## src/rtl/lcd_pkg.sv

```systemverilog
// Shared types and constants for the LCD character streamer.
// Init command table, row addresses and FSM encodings.
package lcd_pkg;

   localparam int INIT_LEN = 4;

   // Element 0 is sent first: function set, display on, entry mode, clear.
   localparam logic [INIT_LEN-1:0][7:0] INIT_SEQ = {
      8'h01, 8'h06, 8'h0C, 8'h38
   };

   localparam logic [7:0] LCD_ROW0 = 8'h80;
   localparam logic [7:0] LCD_ROW1 = 8'hC0;

   typedef struct packed {
      logic       rs;
      logic [7:0] data;
   } lcd_word_t;

   typedef enum logic [2:0] {
      ST_PWRUP,
      ST_INIT,
      ST_IDLE,
      ST_ADDR,
      ST_FETCH,
      ST_XFER,
      ST_FIN
   } lcd_state_t;

   typedef enum logic [1:0] {
      TX_IDLE,
      TX_SETUP,
      TX_PULSE,
      TX_HOLD
   } tx_state_t;

   typedef enum logic [1:0] {
      M_INIT,
      M_ADDR,
      M_CHAR
   } xfer_mode_t;

   // Clear and return-home need the long settle time.
   function automatic logic is_slow_cmd(lcd_word_t w);
      return !w.rs && (w.data inside {8'h01, 8'h02, 8'h03});
   endfunction

endpackage

```

## src/rtl/lcd_byte_tx.sv

```systemverilog
// One LCD bus write: setup, enable pulse, then settle wait.
// Single req starts it, single-cycle ack reports completion.
module lcd_byte_tx
   import lcd_pkg::*;
#(
   parameter int SETUP_CYC    = 4,
   parameter int EN_CYC       = 12,
   parameter int CMD_WAIT_CYC = 2500,
   parameter int CLR_WAIT_CYC = 82000
) (
   input  logic       clk,
   input  logic       rst_n,
   input  logic       req,
   input  lcd_word_t  word,
   output logic       ack,
   output logic       lcd_en,
   output logic       lcd_rs,
   output logic [7:0] lcd_data
);

   localparam int M1 = (SETUP_CYC > EN_CYC) ? SETUP_CYC : EN_CYC;
   localparam int M2 = (CMD_WAIT_CYC > CLR_WAIT_CYC) ?
                       CMD_WAIT_CYC : CLR_WAIT_CYC;
   localparam int MAXW = (M1 > M2) ? M1 : M2;
   localparam int TW = $clog2(MAXW) + 1;

   tx_state_t     st;
   logic [TW-1:0] tmr;
   logic          slow;

   assign slow = is_slow_cmd(lcd_word_t'({lcd_rs, lcd_data}));

   // Transfer sequencer; bus pins are registered and only move on entry to setup.
   always_ff @(posedge clk or negedge rst_n) begin
      if (!rst_n) begin
         st       <= TX_IDLE;
         tmr      <= '0;
         ack      <= 1'b0;
         lcd_en   <= 1'b0;
         lcd_rs   <= 1'b0;
         lcd_data <= '0;
      end else begin
         ack <= 1'b0;
         unique case (st)
            TX_IDLE: begin
               if (req) begin
                  lcd_rs   <= word.rs;
                  lcd_data <= word.data;
                  tmr      <= TW'(SETUP_CYC - 1);
                  st       <= TX_SETUP;
               end
            end
            TX_SETUP: begin
               if (tmr != '0) begin
                  tmr <= tmr - TW'(1);
               end else begin
                  lcd_en <= 1'b1;
                  tmr    <= TW'(EN_CYC - 1);
                  st     <= TX_PULSE;
               end
            end
            TX_PULSE: begin
               if (tmr != '0) begin
                  tmr <= tmr - TW'(1);
               end else begin
                  lcd_en <= 1'b0;
                  tmr    <= slow ? TW'(CLR_WAIT_CYC - 1)
                                 : TW'(CMD_WAIT_CYC - 1);
                  st     <= TX_HOLD;
               end
            end
            TX_HOLD: begin
               if (tmr != '0) begin
                  tmr <= tmr - TW'(1);
               end else begin
                  ack <= 1'b1;
                  st  <= TX_IDLE;
               end
            end
            default: st <= TX_IDLE;
         endcase
      end
   end

endmodule

```

## src/rtl/lcd_char_streamer.sv

```systemverilog
// Streams 9-bit {rs,byte} words from character memory to an HD44780 bus.
// Power-up wait, init table, then row-addressed passes on start.
module lcd_char_streamer
   import lcd_pkg::*;
#(
   parameter int NUM_CHARS    = 32,
   parameter int ADDR_W       = 6,
   parameter int PWRUP_CYC    = 750000,
   parameter int SETUP_CYC    = 4,
   parameter int EN_CYC       = 12,
   parameter int CMD_WAIT_CYC = 2500,
   parameter int CLR_WAIT_CYC = 82000
) (
   input  logic              clk,
   input  logic              rst_n,
   input  logic              start,
   output logic [ADDR_W-1:0] rd_addr,
   input  logic [31:0]       rd_data,
   output logic [7:0]        lcd_data,
   output logic              lcd_rs,
   output logic              lcd_rw,
   output logic              lcd_en,
   output logic              busy,
   output logic              done
);

   localparam int PW = $clog2(PWRUP_CYC) + 1;

   logic [1:0]    rst_sync;
   logic          rst_i;
   lcd_state_t    st;
   xfer_mode_t    mode;
   logic [PW-1:0] pwr_cnt;
   logic [1:0]    init_k;
   logic [5:0]    idx;
   logic [5:0]    idx_n;
   logic          fetch_ph;
   logic          req;
   lcd_word_t     word;
   logic          ack;
   logic          unused_rd;

   assign lcd_rw    = 1'b0;
   assign idx_n     = idx + 6'd1;
   assign unused_rd = ^rd_data[31:9];

   // Reset asserts at once, releases two clocks later.
   always_ff @(posedge clk or negedge rst_n) begin
      if (!rst_n) rst_sync <= '0;
      else        rst_sync <= {rst_sync[0], 1'b1};
   end

   assign rst_i = rst_sync[1];

   // Sequencing: power-up, init table, row address, memory words.
   always_ff @(posedge clk or negedge rst_i) begin
      if (!rst_i) begin
         st       <= ST_PWRUP;
         mode     <= M_INIT;
         pwr_cnt  <= '0;
         init_k   <= '0;
         idx      <= '0;
         fetch_ph <= 1'b0;
         req      <= 1'b0;
         word     <= '0;
         rd_addr  <= '0;
         busy     <= 1'b1;
         done     <= 1'b0;
      end else begin
         req  <= 1'b0;
         done <= 1'b0;
         unique case (st)
            ST_PWRUP: begin
               if (pwr_cnt == PW'(PWRUP_CYC - 1)) begin
                  init_k <= '0;
                  st     <= ST_INIT;
               end else begin
                  pwr_cnt <= pwr_cnt + PW'(1);
               end
            end
            ST_INIT: begin
               req  <= 1'b1;
               word <= '{rs: 1'b0, data: INIT_SEQ[init_k]};
               mode <= M_INIT;
               st   <= ST_XFER;
            end
            ST_IDLE: begin
               busy <= 1'b0;
               if (start) begin
                  busy <= 1'b1;
                  idx  <= '0;
                  st   <= ST_ADDR;
               end
            end
            ST_ADDR: begin
               req  <= 1'b1;
               word <= '{rs: 1'b0,
                         data: (idx == '0) ? LCD_ROW0 : LCD_ROW1};
               mode <= M_ADDR;
               st   <= ST_XFER;
            end
            ST_FETCH: begin
               if (!fetch_ph) begin
                  fetch_ph <= 1'b1;
               end else begin
                  fetch_ph <= 1'b0;
                  req      <= 1'b1;
                  word     <= lcd_word_t'(rd_data[8:0]);
                  mode     <= M_CHAR;
                  st       <= ST_XFER;
               end
            end
            ST_XFER: begin
               if (ack) begin
                  unique case (mode)
                     M_INIT: begin
                        if (init_k == 2'(INIT_LEN - 1)) begin
                           idx <= '0;
                           st  <= ST_ADDR;
                        end else begin
                           init_k <= init_k + 2'd1;
                           st     <= ST_INIT;
                        end
                     end
                     M_ADDR: begin
                        rd_addr <= ADDR_W'(idx);
                        st      <= ST_FETCH;
                     end
                     M_CHAR: begin
                        idx <= idx_n;
                        if (idx_n == 6'(NUM_CHARS)) begin
                           done <= 1'b1;
                           st   <= ST_FIN;
                        end else if (idx_n == 6'd16) begin
                           st <= ST_ADDR;
                        end else begin
                           rd_addr <= ADDR_W'(idx_n);
                           st      <= ST_FETCH;
                        end
                     end
                     default: st <= ST_IDLE;
                  endcase
               end
            end
            ST_FIN: begin
               busy <= 1'b0;
               st   <= ST_IDLE;
            end
            default: st <= ST_PWRUP;
         endcase
      end
   end

   lcd_byte_tx #(
      .SETUP_CYC    (SETUP_CYC),
      .EN_CYC       (EN_CYC),
      .CMD_WAIT_CYC (CMD_WAIT_CYC),
      .CLR_WAIT_CYC (CLR_WAIT_CYC)
   ) u_tx (
      .clk      (clk),
      .rst_n    (rst_i),
      .req      (req),
      .word     (word),
      .ack      (ack),
      .lcd_en   (lcd_en),
      .lcd_rs   (lcd_rs),
      .lcd_data (lcd_data)
   );

endmodule

```

## config.mk

```make
export PLATFORM = sky130hd
export DESIGN_NAME = lcd_char_streamer
export DESIGN_NICKNAME = d
export VERILOG_FILES = /design/src/rtl/lcd_pkg.sv /design/src/rtl/lcd_byte_tx.sv /design/src/rtl/lcd_char_streamer.sv
export SDC_FILE = /design/constraint.sdc
export NUM_CORES = 1
export LEC_CHECK = 0
export CAP_MARGIN = 25
export CORE_MARGIN = 1.5
export CORE_UTILIZATION = 58
export CTS_BUF_LIST = sky130_fd_sc_hd__clkbuf_4
export CTS_CLUSTER_SIZE = 8
export DETAILED_ROUTE_END_ITERATION = 10
export PLACE_DENSITY = 0.82
export SLEW_MARGIN = 20
export SYNTH_ARGS = -nofsm -noshare
export SYNTH_HDL_FRONTEND = slang
export SYNTH_HIERARCHICAL = 1
export SYNTH_SLANG_ARGS = --single-unit
```

## constraint.sdc

```tcl
create_clock -name clk -period 3.2 [get_ports clk]
set_clock_uncertainty 0.2 [all_clocks]
set_input_delay 0.48 -clock clk [delete_from_list [all_inputs] [get_ports clk]]
set_output_delay 0.48 -clock clk [all_outputs]
set_load 0.01 [all_outputs]
```

==> metrics, run 1 <==
# rows=32; DRC errors left=0; hold violation total from the final report=0; Synth area leaders=dfrtp_1, mux2_2, ha_1; setup TNS=0 ns; WP data arrival=2.98 ns; Setup crit end kind=flip-flop; clk slew on worst S/H paths=0.14 ns; multi-input logic area=2320 um2; CP max FO=8; clock latency on the worst-skew pair=0.44 ns; sequential share of the synthesized area=46.3%; cell taking the most area after synthesis=dfrtp_1; CTS tree=built; GP Congestion=0.898; Max VDD drop=0.218 mV; slowest stage delay, CP=0.65 ns; crit path kind=flip-flop to flip-flop; worst path required time=3.32 ns; Slowest-stage cell, CP=or4_1; ys flop type=dfrtp_1; Synth Warn #=6; Post-synth EDFFs=0; CP Cell Sequence=or4_1 -> or3_1 -> nor2_1 -> o21a_1 -> mux2_2; area delta synth->final=11.5%; dpl cells=592; final worst-path cycle share=89.1%; vias per std cell=6.13; fillcell total=612; RSZ-0062 raised after global routing=false; Tot GR Track Use=25.4%; largest net degree at the start of global routing=85; Lkg Pwr=0.00221 uW; Num CTS Buffers=9; fin. max-slew vios=0; syn nets=528; asr flop ratio synth=100%; WHS=0.0491 ns; Register Area=2160 um2; vias in the first global route=3,760; clock sinks=86; DR WL/cell=16.2 um; final WL=9880 um; I/O pins=54; fin nets=552; Slew HR=56.4%; DP HPWL=6930 um; Inserted Diodes=0; WP buf/inv=0; status=complete, no violations; #FFs+latches synth=86; global route overflow=0; Max Fclk=351 MHz; Initial Util=60.2%; worst hold-check path type=flip-flop to async pin; R2R cell count=5; Pre-Repair DR Iteration Count=4; Slew @ Worst Pin=0.652 ns; most common cell in the netlist=dfrtp_1; 1st-iter DRT viols=165; syn avg cell area=9.71 um2; CTS root buf=clkbuf_4; P per Cell Area=340 nW/um2; port bufs=29; Max clock buf depth=2; Yosys cell types=66; R2R Path End=u_tx/st[1]; first-pass GRT wire length=17,300 um; Mapped Area=4650 um2; Setup violations, final=0; top-area cell type share of the netlist area=45.7%; startpoint types=flip-flop; R2R Setup Slk=0.35 ns; Layout Cells excl Fill=609; vias post-DR=3,735; top cell family by delay on the critical path=simple AND/OR/NAND/NOR gates; fin util=67.1%; DIE HEIGHT=92.5 um; die width=92.5 um; Power Total=1760 uW; Commonest cells post-synth=dfrtp_1, nor2_1, a21oi_1, nand2_1, nand3_1; number of max-cap violations=0; initial antenna violation count=0; Die ar.=8560 um2; reg-to-reg startpoint=u_tx/tmr[8]; cells after synthesis=479; CORE AREA=7730 um2; ratio of cells with drive above 1 in the final layout=10.3%; Final ANT Viol Nets=0; crit path time final=2.85 ns; H-tree levels=3
-- power by group --
group          switching [uW]  leakage [uW]  total [uW]  internal, uW
Sequential               9.13       0.00109        1100          1090
Combinational            24.4       0.00105        45.2          20.8
Clock                     374     0.0000705         619           245
-- cell usage in the layout (no fill, tap or decap), types with 3 or more instances in the layout --
cell / n
nand2b_1: 10
nor2b_1: 7
nor4_1: 6
o41ai_1: 4
a22oi_1: 7
nor2_1: 37
a32oi_1: 3
buf_4: 7
and4_1: 3
dfrtp_1: 84
inv_1: 18
a211oi_1: 3
xnor2_1: 18
nand2_1: 30
or3_1: 8
xor2_1: 9
a21oi_1: 32
o211ai_1: 5
or4_1: 6
a31oi_1: 3
clkbuf_4: 10
nor3_1: 13
o21ai_0: 23
ha_1: 14
and3_1: 6
clkdlybuf4s50_1: 29
or2_2: 4
mux2_2: 16
nand4_1: 7
o31ai_1: 8
nand3_1: 25
mux2i_1: 3
-- kinds of logic after synthesis --
| family | after synthesis | synth area share, % |
|---|---|---|
| AO/OA/AOI/OAI | 108 | 15.0 |
| XOR/XNOR | 28 | 5.44 |
| adder cells (fa/ha/maj) | 14 | 3.77 |
| buffers and inverters | 43 | 3.85 |
| flip-flops | 86 | 46.3 |
| multiplexers | 19 | 4.52 |
| other | 2 | 0.162 |
| AND/OR/NAND/NOR | 179 | 21.0 |
-- worst max-delay path by stage --
stage           startpoint  slack (ns)  cells after the start           to
6_report       u_tx/tmr[8]        0.35                      5   u_tx/st[1]
3_3_place_gp   u_tx/tmr[8]        0.47                      5   u_tx/st[1]
2_1_floorplan  rst_sync[1]        0.43                      0         done
5_1_grt        u_tx/tmr[8]        0.26                      5  u_tx/tmr[2]
4_1_cts        u_tx/tmr[8]        0.38                      5   u_tx/st[1]
3_5_place_dp   u_tx/tmr[8]        0.42                      5   u_tx/st[1]
-- layout make-up --
type | instances | share of cell area, %
Clock buffer | 10 | 1.45
Clock inverter | 5 | 1.13
Inverter | 18 | 1.30
Multi-Input combinational cell | 350 | 44.7
Sequential cell | 86 | 41.6
Tap cell | 102 | 2.46
Timing Repair Buffer | 38 | 7.34
-- sequential cells by signal, summed over array words and instances (netlist names), 2 cells and up --
name	count
word	9
u_tx/tmr	18
u_tx/lcd_data	8
st	3
rst_sync	2
u_tx/st	2
rd_addr	6
mode	2
init_k	2
idx	6
pwr_cnt	21
-- repair_timing --
action,4_1_cts,5_1_grt
buffers inserted,0,0
resized for setup,0,0
hold endpoints to repair,2,0
hold buffers,1,0
-- per-stage QoR --
stage	area, um2	worst slack [ns]
finish	5180	0.347
global placement	5010	0.471
detailed placement	5010	0.421
CTS	5160	0.384
global route	5180	0.256
floorplan	4650	0.429
-- per-layer routing --
metal	track usage, %	routed length [um]
met5	0	0
met4	8.97	189
met3	5.91	453
met2	41.4	4810
met1	33.2	4430
Power figures use the tool's default switching activity.
==> run 2, diff against run 1 <==
CORE_UTILIZATION = 63   (was 58)
GPL_TIMING_DRIVEN = 0   (was not set)
PLACE_DENSITY = 0.88   (was 0.82)
SLEW_MARGIN = 10   (was 20)
clock period = 3.6 ns   (was 3.2 ns; I/O delays follow)
==> run 2 against run 1 <==
Critical path depth is 1 higher; total power shrank 10%; die area fell by 7.7%; via count rose by 3.9%; worst hold slack improved by 0.097 ns; cell count grew 2.6%; largest power group unchanged; critical path type unchanged; clock-buffer cell count did not move.
==> metrics, run 2 (synthesis gave the netlist of run 1 again) <==
Initial Util=64.4% (+4.3 points); crit path kind=flip-flop to flip-flop; fillcell total=517 (-16%); fin. max-slew vios=0 (unchanged); Setup crit end kind=flip-flop; final WL=10,100 um (+2.1%); CORE AREA=7210 um2 (-6.6%); port bufs=29 (unchanged); Largest Register=pwr_cnt; Lkg Pwr=0.00222 uW (+0.71%); CTS root buf=clkbuf_4; # rows=31 (-3.1%); DRC errors left=0 (unchanged); initial antenna violation count=0 (unchanged); Slew HR=32.6% (-24 points); crit path time final=3.16 ns (+0.312 ns); I/O pins=54 (unchanged); largest net degree at the start of global routing=46 (-46%); DR WL/cell=16.1 um (-0.53%); fin nets=570 (+3.3%); Pre-Repair DR Iteration Count=5 (+1); Placement Cell Area=5090 um2 (+1.5%); top cell family by delay on the critical path=compound AO/OA/AOI/OAI gates; Die ar.=7900 um2 (-7.7%); DIE HEIGHT=88.9 um (-3.9%); clock latency on the worst-skew pair=0.46 ns (+0.02 ns); P per Cell Area=303 nW/um2 (-11%); ratio of cells with drive above 1 in the final layout=10.3% (about the same); Slowest-stage cell, CP=o32ai_1; worst hold-check path type=flip-flop to async pin; number of max-cap violations=0 (unchanged); vias post-DR=3,882 (+3.9%); GP Congestion=0.950 (+5.8%); most frequent cells in the layout=dfrtp_1, nor2_1, a21oi_1, nand2_1, clkdlybuf4s50_1; WP data arrival=3.31 ns (+0.33 ns); Setup violations, final=0 (unchanged); first-pass GRT wire length=16,900 um (-1.9%); final instance area=5240 um2 (+1.2%); slowest stage delay, CP=0.85 ns (+0.20 ns); CP Cell Sequence=or4_1 -> buf_2 -> nor3_1 -> a21oi_1 -> o32ai_1 -> o21ba_2; CTS tree=built; Inserted Diodes=0 (unchanged); 1st-iter DRT viols=182 (+10%); Num CTS Buffers=9 (unchanged); RSZ-0062 raised after global routing=false; setup TNS=0 ns (unchanged); startpoint types=flip-flop; global route overflow=0 (unchanged); WHS=0.146 ns (+0.0967 ns); Max VDD drop=0.183 mV (-16%); most common cell after layout, fill and taps aside=dfrtp_1; H-tree levels=3 (unchanged); Tot GR Track Use=27.7% (+2.3 points); cts repair resizes=0 (unchanged); DP HPWL=7250 um (+4.7%); hold violation total from the final report=0 (unchanged); max FFs per register=21 (unchanged); clock sinks=86 (unchanged); final worst-path cycle share=87.9% (-1.2 points); die width=88.9 um (-3.9%); Power Total=1590 uW (-10%); Final ANT Viol Nets=0 (unchanged); Slew @ Worst Pin=1.01 ns (+0.357 ns); status=complete, no violations; WP buf/inv=1 (+1); vias per std cell=6.21 (+1.3%); area delta synth->final=12.8%; Max Fclk=316 MHz (-9.9%); top flop regs=pwr_cnt: 21 flops, u_tx/tmr: 18 flops, word: 9 flops; worst path required time=3.75 ns (+0.43 ns); clk slew on worst S/H paths=0.16 ns (+0.02 ns); CP max FO=7 (-1); Max clock buf depth=2 (unchanged); vias in the first global route=3,659 (-2.7%)
## run 2: repair_timing
action	CTS	global route
hold endpoints to repair	2	0
buffers inserted	0	0
hold buffers	1	0
## run 2: layout make-up
| cell class | count | area (um2) | share of cell area (%) |
|---|---|---|---|
| multi-input cells | 350 | 2320 | 44.2 |
| inverters | 18 | 67.6 | 1.29 |
| clock inverters | 6 | 71.3 | 1.36 |
| plain buffers | 25 | 111 | 2.12 |
| well taps | 99 | 124 | 2.36 |
| repair buffers | 31 | 320 | 6.11 |
| clock buffers | 10 | 75.1 | 1.43 |
| flip-flops and latches | 86 | 2160 | 41.1 |
## run 2: worst paths after layout
kind / from / endpoint / slack, ns / depth (start not counted)
setup / recovery: u_tx/tmr[8] / u_tx/tmr[9] / 0.44 / 6
hold / removal: rst_sync[1] / u_tx/lcd_data[2] / 0.15 / 0
setup reg to reg: u_tx/tmr[8] / u_tx/tmr[9] / 0.44 / 6
hold reg to reg: rst_sync[1] / u_tx/lcd_data[2] / 0.15 / 0
max in group asynchronous: rst_sync[1] / busy / 2.35 / 1
min in group clk: rst_sync[0] / rst_sync[1] / 0.18 / 0
## run 2: per-layer routing
metal	wire length, um	GRT usage [%]	vias up
met3	527	4.25	25
met5	0	0	-
met1	4450	36.6	1886
li1	-	-	1829
met4	193	11.2	0
met2	4920	46.1	142
## run 2: report_power, final
group          total [uW]  internal, uW  switching, uW
Clock                 569           224            345
Sequential            981           970           11.9
Combinational        36.4          18.4           18.0
## run 2: per-stage QoR
step,instances,util (%),setup slack (ns)
6_report,625,72.7,0.436
4_1_cts,625,72.7,0.470
3_5_place_dp,608,70.5,0.471
5_1_grt,625,72.7,0.252
2_1_floorplan,479,-,0.829
3_3_place_gp,607,70.2,0.0299
==> run 3, diff against run 2 <==
GPL_TIMING_DRIVEN = not set   (was 0)
==> run 3 against run 2 <==
Sequential share of layout area up 0.30 points; total power up 9.2%; worst hold slack worse by 0.12 ns; utilization down 0.52 points; flip-flop and latch count unchanged; sequential power about the same; clock-buffer cell count unchanged; fmax up 12%; largest cell class unchanged; die area unchanged; critical endpoint is now u_tx/st[1]; global-route usage down 0.82 points; via count down 2.0%; cell area down 0.72%.
==> metrics, run 3 (synthesis gave the netlist of run 1 again) <==
Largest Register=pwr_cnt; proportion of power drawn by combinational gates=2.0% (-0.3 points); dpl cells=587 (-3.5%); max FFs per register=21 (unchanged); port bufs=29 (unchanged); Clock power frac=41.3% (+5.5 points); number of max-cap violations=0 (unchanged); clk slew on worst S/H paths=0.15 ns (about the same); DR WL/cell=16.4 um (+1.4%); CTS Hold Buffers Added=0 (-1); P per Cell Area=333 nW/um2 (+10%); fin nets=549 (-3.7%); vias per std cell=6.30 (+1.4%); GP Congestion=0.956 (+0.63%); hold violation total from the final report=0 (unchanged); cts repair resizes=0 (unchanged); I/O pins=54 (unchanged); largest net degree at the start of global routing=85 (+85%); CP max FO=8 (+1); worst hold-check path type=primary input to async pin; die width=88.9 um (unchanged); clock sinks=86 (unchanged); P_sw=380 uW (+1.4%); vias post-DR=3,804 (-2.0%); setup TNS=0 ns (unchanged); most common cell after layout, fill and taps aside=dfrtp_1; Post-CTS Setup Repair Bufs=0 (unchanged); Setup violations, final=0 (unchanged); H-tree levels=3 (unchanged); area delta synth->final=12.0%; startpoint types=flip-flop; DIE HEIGHT=88.9 um (unchanged); WP data arrival=2.96 ns (-0.35 ns); R2R Path End=u_tx/st[1]; Tot GR Track Use=26.9% (-0.82 points); CTS tree=built; Sw Share=21.9% (-1.7 points); Pre-Repair DR Iteration Count=5 (unchanged); worst path required time=3.73 ns (-0.02 ns); DP HPWL=6810 um (-6.1%); cell internal pwr=1350 uW (+12%); Max VDD drop=0.206 mV (+13%); clock latency on the worst-skew pair=0.44 ns (-0.02 ns); 1st-iter DRT viols=301 (+65%); most frequent cells in the layout=dfrtp_1, nor2_1, a21oi_1, nand2_1, clkdlybuf4s50_1; vias in the first global route=3,573 (-2.4%); DRC errors left=0 (unchanged); RSZ-0062 raised after global routing=false; CTS root buf=clkbuf_4; final worst-path cycle share=78.7% (-9.2 points); Max clock buf depth=2 (unchanged); final WL=9890 um (-2.0%); status=complete, no violations; Num CTS Buffers=9 (unchanged); Initial Util=64.4% (unchanged); Max Fclk=353 MHz (+12%); crit path time final=2.83 ns (-0.330 ns); initial antenna violation count=0 (unchanged); Layout Cells excl Fill=604 (-3.4%); R2R Setup Slk=0.77 ns (+0.33 ns); Slew @ Worst Pin=0.690 ns (-0.319 ns); reg-to-reg startpoint=u_tx/tmr[8]; CORE AREA=7210 um2 (unchanged); top flop regs=pwr_cnt: 21 flops, u_tx/tmr: 18 flops, word: 9 flops; Die ar.=7900 um2 (unchanged); Final ANT Viol Nets=0 (unchanged); Slew HR=53.9% (+21 points); fin. max-slew vios=0 (unchanged); Lkg Pwr=0.00222 uW (-0.13%); first-pass GRT wire length=16,500 um (-2.7%); global route overflow=0 (unchanged); sequential share of power=56.6% (-5.3 points); R2R cell count=5 (-1); ratio of cells with drive above 1 in the final layout=10.3% (+0.031 points); crit path kind=flip-flop to flip-flop; Inserted Diodes=0 (unchanged); Power Total=1730 uW (+9.2%); # rows=31 (unchanged); Setup crit end kind=flip-flop
==> run 3: power groups by stage <==
stage / Combinational (uW) / Clock [uW] / Sequential, uW
3_3_place_gp: 23.5 / 0 / 1010
4_1_cts: 24.8 / 723 / 990
2_1_floorplan: 8.57 / 0 / 1000
5_1_grt: 39.1 / 767 / 984
6_report: 35.0 / 716 / 982
3_5_place_dp: 24.5 / 0 / 1010
==> run 3: worst max path at each step <==
| stage | start | endpoint |
|---|---|---|
| 6_report | u_tx/tmr[8] | u_tx/st[1] |
| 5_1_grt | u_tx/tmr[8] | u_tx/st[1] |
| 3_3_place_gp | u_tx/tmr[8] | u_tx/st[1] |
| 2_1_floorplan | rst_sync[1] | done |
| 3_5_place_dp | u_tx/tmr[8] | u_tx/st[1] |
| 4_1_cts | u_tx/tmr[8] | u_tx/st[1] |
==> run 3: layer usage <==
| metal | share of wire [%] | vias to the layer above | global-route usage (%) |
|---|---|---|---|
| met4 | 1.5 | 0 | 10.5 |
| met2 | 50 | 140 | 43.9 |
| met3 | 5.5 | 14 | 5.08 |
| li1 | - | 1778 | - |
| met5 | 0 | - | 0 |
| met1 | 43 | 1872 | 35.8 |
==> run 3: final cells by class <==
cell class / count / area, um2
multi-input cells: 350 / 2320
clock inverters: 6 / 118
flip-flops and latches: 86 / 2160
fillers: 530 / 2010
repair buffers: 35 / 348
inverters: 18 / 67.6
clock buffers: 10 / 75.1
well taps: 99 / 124
==> run 3: critical path: stages, from the launching register on <==
cell     delay [ns]
dfrtp_1        0.46
or4_1          0.67
or3_1          0.51
nor2_1         0.34
o21a_1         0.22
mux2_2         0.34
==> run 3: metrics by stage <==
step | cell area [um2] | util (%) | hold WS [ns] | worst slack [ns]
floorplan | 4650 | - | 0.0444 | 0.829
global placement | 4990 | 69.2 | 0.139 | 0.883
detailed placement | 4990 | 69.2 | 0.144 | 0.828
CTS | 5190 | 71.9 | 0.0202 | 0.807
global route | 5210 | 72.2 | 0.0224 | 0.662
finish | 5210 | 72.2 | 0.0305 | 0.766
==> edit (flow settings as in run 3) <==
The 7 states of `lcd_state_t` get a one-hot encoding in 7 bits.
--- a/src/rtl/lcd_pkg.sv
+++ b/src/rtl/lcd_pkg.sv
@@ -18,12 +18,12 @@
    } lcd_word_t;
 
-   typedef enum logic [2:0] {
-      ST_PWRUP,
-      ST_INIT,
-      ST_IDLE,
-      ST_ADDR,
-      ST_FETCH,
-      ST_XFER,
-      ST_FIN
+   typedef enum logic [6:0] {
+      ST_PWRUP = 7'b0000001,
+      ST_INIT  = 7'b0000010,
+      ST_IDLE  = 7'b0000100,
+      ST_ADDR  = 7'b0001000,
+      ST_FETCH = 7'b0010000,
+      ST_XFER  = 7'b0100000,
+      ST_FIN   = 7'b1000000
    } lcd_state_t;
 
Behaviour: no difference found for any inputs over 10 cycles, from zero or initial values and one cycle with rst_n low; not proved beyond that.
==> edit against run 3 <==
Routed wire length grew 6.2%. Synthesized area grew 7.9%. Global-route usage shrank 0.75 points. Sequential cell count grew 4. Cell area grew 5.9%. Worst setup slack lost 0.092 ns. Total power shrank 5.0%. Cell count grew 5.8%. Critical path type unchanged.
==> edit: results (changes against run 3) <==
run status: finished clean
routed vias: 4022 (+5.7%)
Sequential Power Share: 62.2% (+5.6 points)
multiplexer share of the synthesized area: 3.49% (-1.0 points)
via count of the first global-routing pass: 3768 (+5.5%)
leakage: 2.62 nW (+18%)
xor and xnor area share after synthesis: 4.54% (-0.90 points)
pwr/cell area: 299 nW/um^2 (-10%)
Setup WS pre-CTS: 0.757 ns (-0.0711 ns)
Setup WS post-layout: 0.674 ns (-0.0920 ns)
slowest stage delay, CP: 0.65 ns (-0.02 ns)
Hold Path Class: reg -> async
Net Count, Synth: 558 (+5.7%)
post-synthesis compound-gate area fraction: 15.1% (+0.15 points)
Pint: 1.25 mW (-7.6%)
maximum number of pins on one net before global-route repair: 51 (-40%)
fill count: 542 (+2.3%)
transition at the pin with the smallest max-transition slack: 0.632 ns (-0.0579 ns)
worst hold margin: 0.163 ns (+0.132 ns)
overall routed net length: 10500 um (+6.2%)
number of DRC markers after the initial detailed-route iteration: 216 (-28%)
logic depth of the worst register-to-register path: 6 (+1)
detailed-router iteration count before antenna repair: 7 (+2)
detailed placer's ending HPWL: 7510 um (+10%)
top cells by area, synth: sky130_fd_sc_hd__dfrtp_1 (44%), sky130_fd_sc_hd__xor2_1 (4.2%), sky130_fd_sc_hd__ha_1 (3.5%)
share of synthesized cell area in full adder, half adder and majority cells: 3.49% (-0.28 points)
list of most frequent post-synthesis cells: sky130_fd_sc_hd__dfrtp_1 (88), sky130_fd_sc_hd__nor2_1 (34), sky130_fd_sc_hd__nand2_1 (32)
ANT cells: 0 (unchanged)
largest vdd supply drop: 0.195 mV (-5.3%)
share of post-route cells with drive strength above 1: 11.9% (+1.6 points)
weighted congestion at the end of routability-driven global placement: 0.892 (-6.8%)
global-route wire length before repair: 17700 um (+7.5%)
net total in the final layout: 581 (+5.8%)
count of unique library cells instantiated by Yosys: 76 (+15%)
arrival time at the worst endpoint: 3.13 ns (+0.17 ns)
power of the combinational group: 0.0244 mW (-30%)
## edit: routing by layer
metal  global-route usage (%)  part of all wire [%]
met5                        0                     0
met4                     8.08                   1.4
met3                     4.64                   4.9
met2                     41.5                    49
met1                     36.7                    44
## edit: logic make-up after synthesis
kind of cell	after synthesis
and+or+nand+nor	200
AOI/OAI and AO/OA	110
DFF	90
buffers and inverters	51
xor gates and xnor gates	26
muxes	16
adders and majority gates	14
other	2
## edit: area by class of cell
type,instances,area share (%)
Clock buffer,9,1.23
Clock inverter,7,1.50
Inverter,27,1.84
Multi-Input combinational cell,368,45.9
Sequential cell,90,41.0
Tap cell,102,2.32
Timing Repair Buffer,36,6.27
## edit: what timing repair did
action,CTS,global route
setup endpoints to repair,0,0
resized for setup,0,0
hold buffers,0,1
hold endpoints to repair,0,2
## edit: per-stage QoR
step	total power, mW	std cells
after floorplan	1.05	509
after global placement	1.07	622
after detailed placement	1.07	622
after CTS	1.67	638
after global routing	1.71	639
final	1.65	639
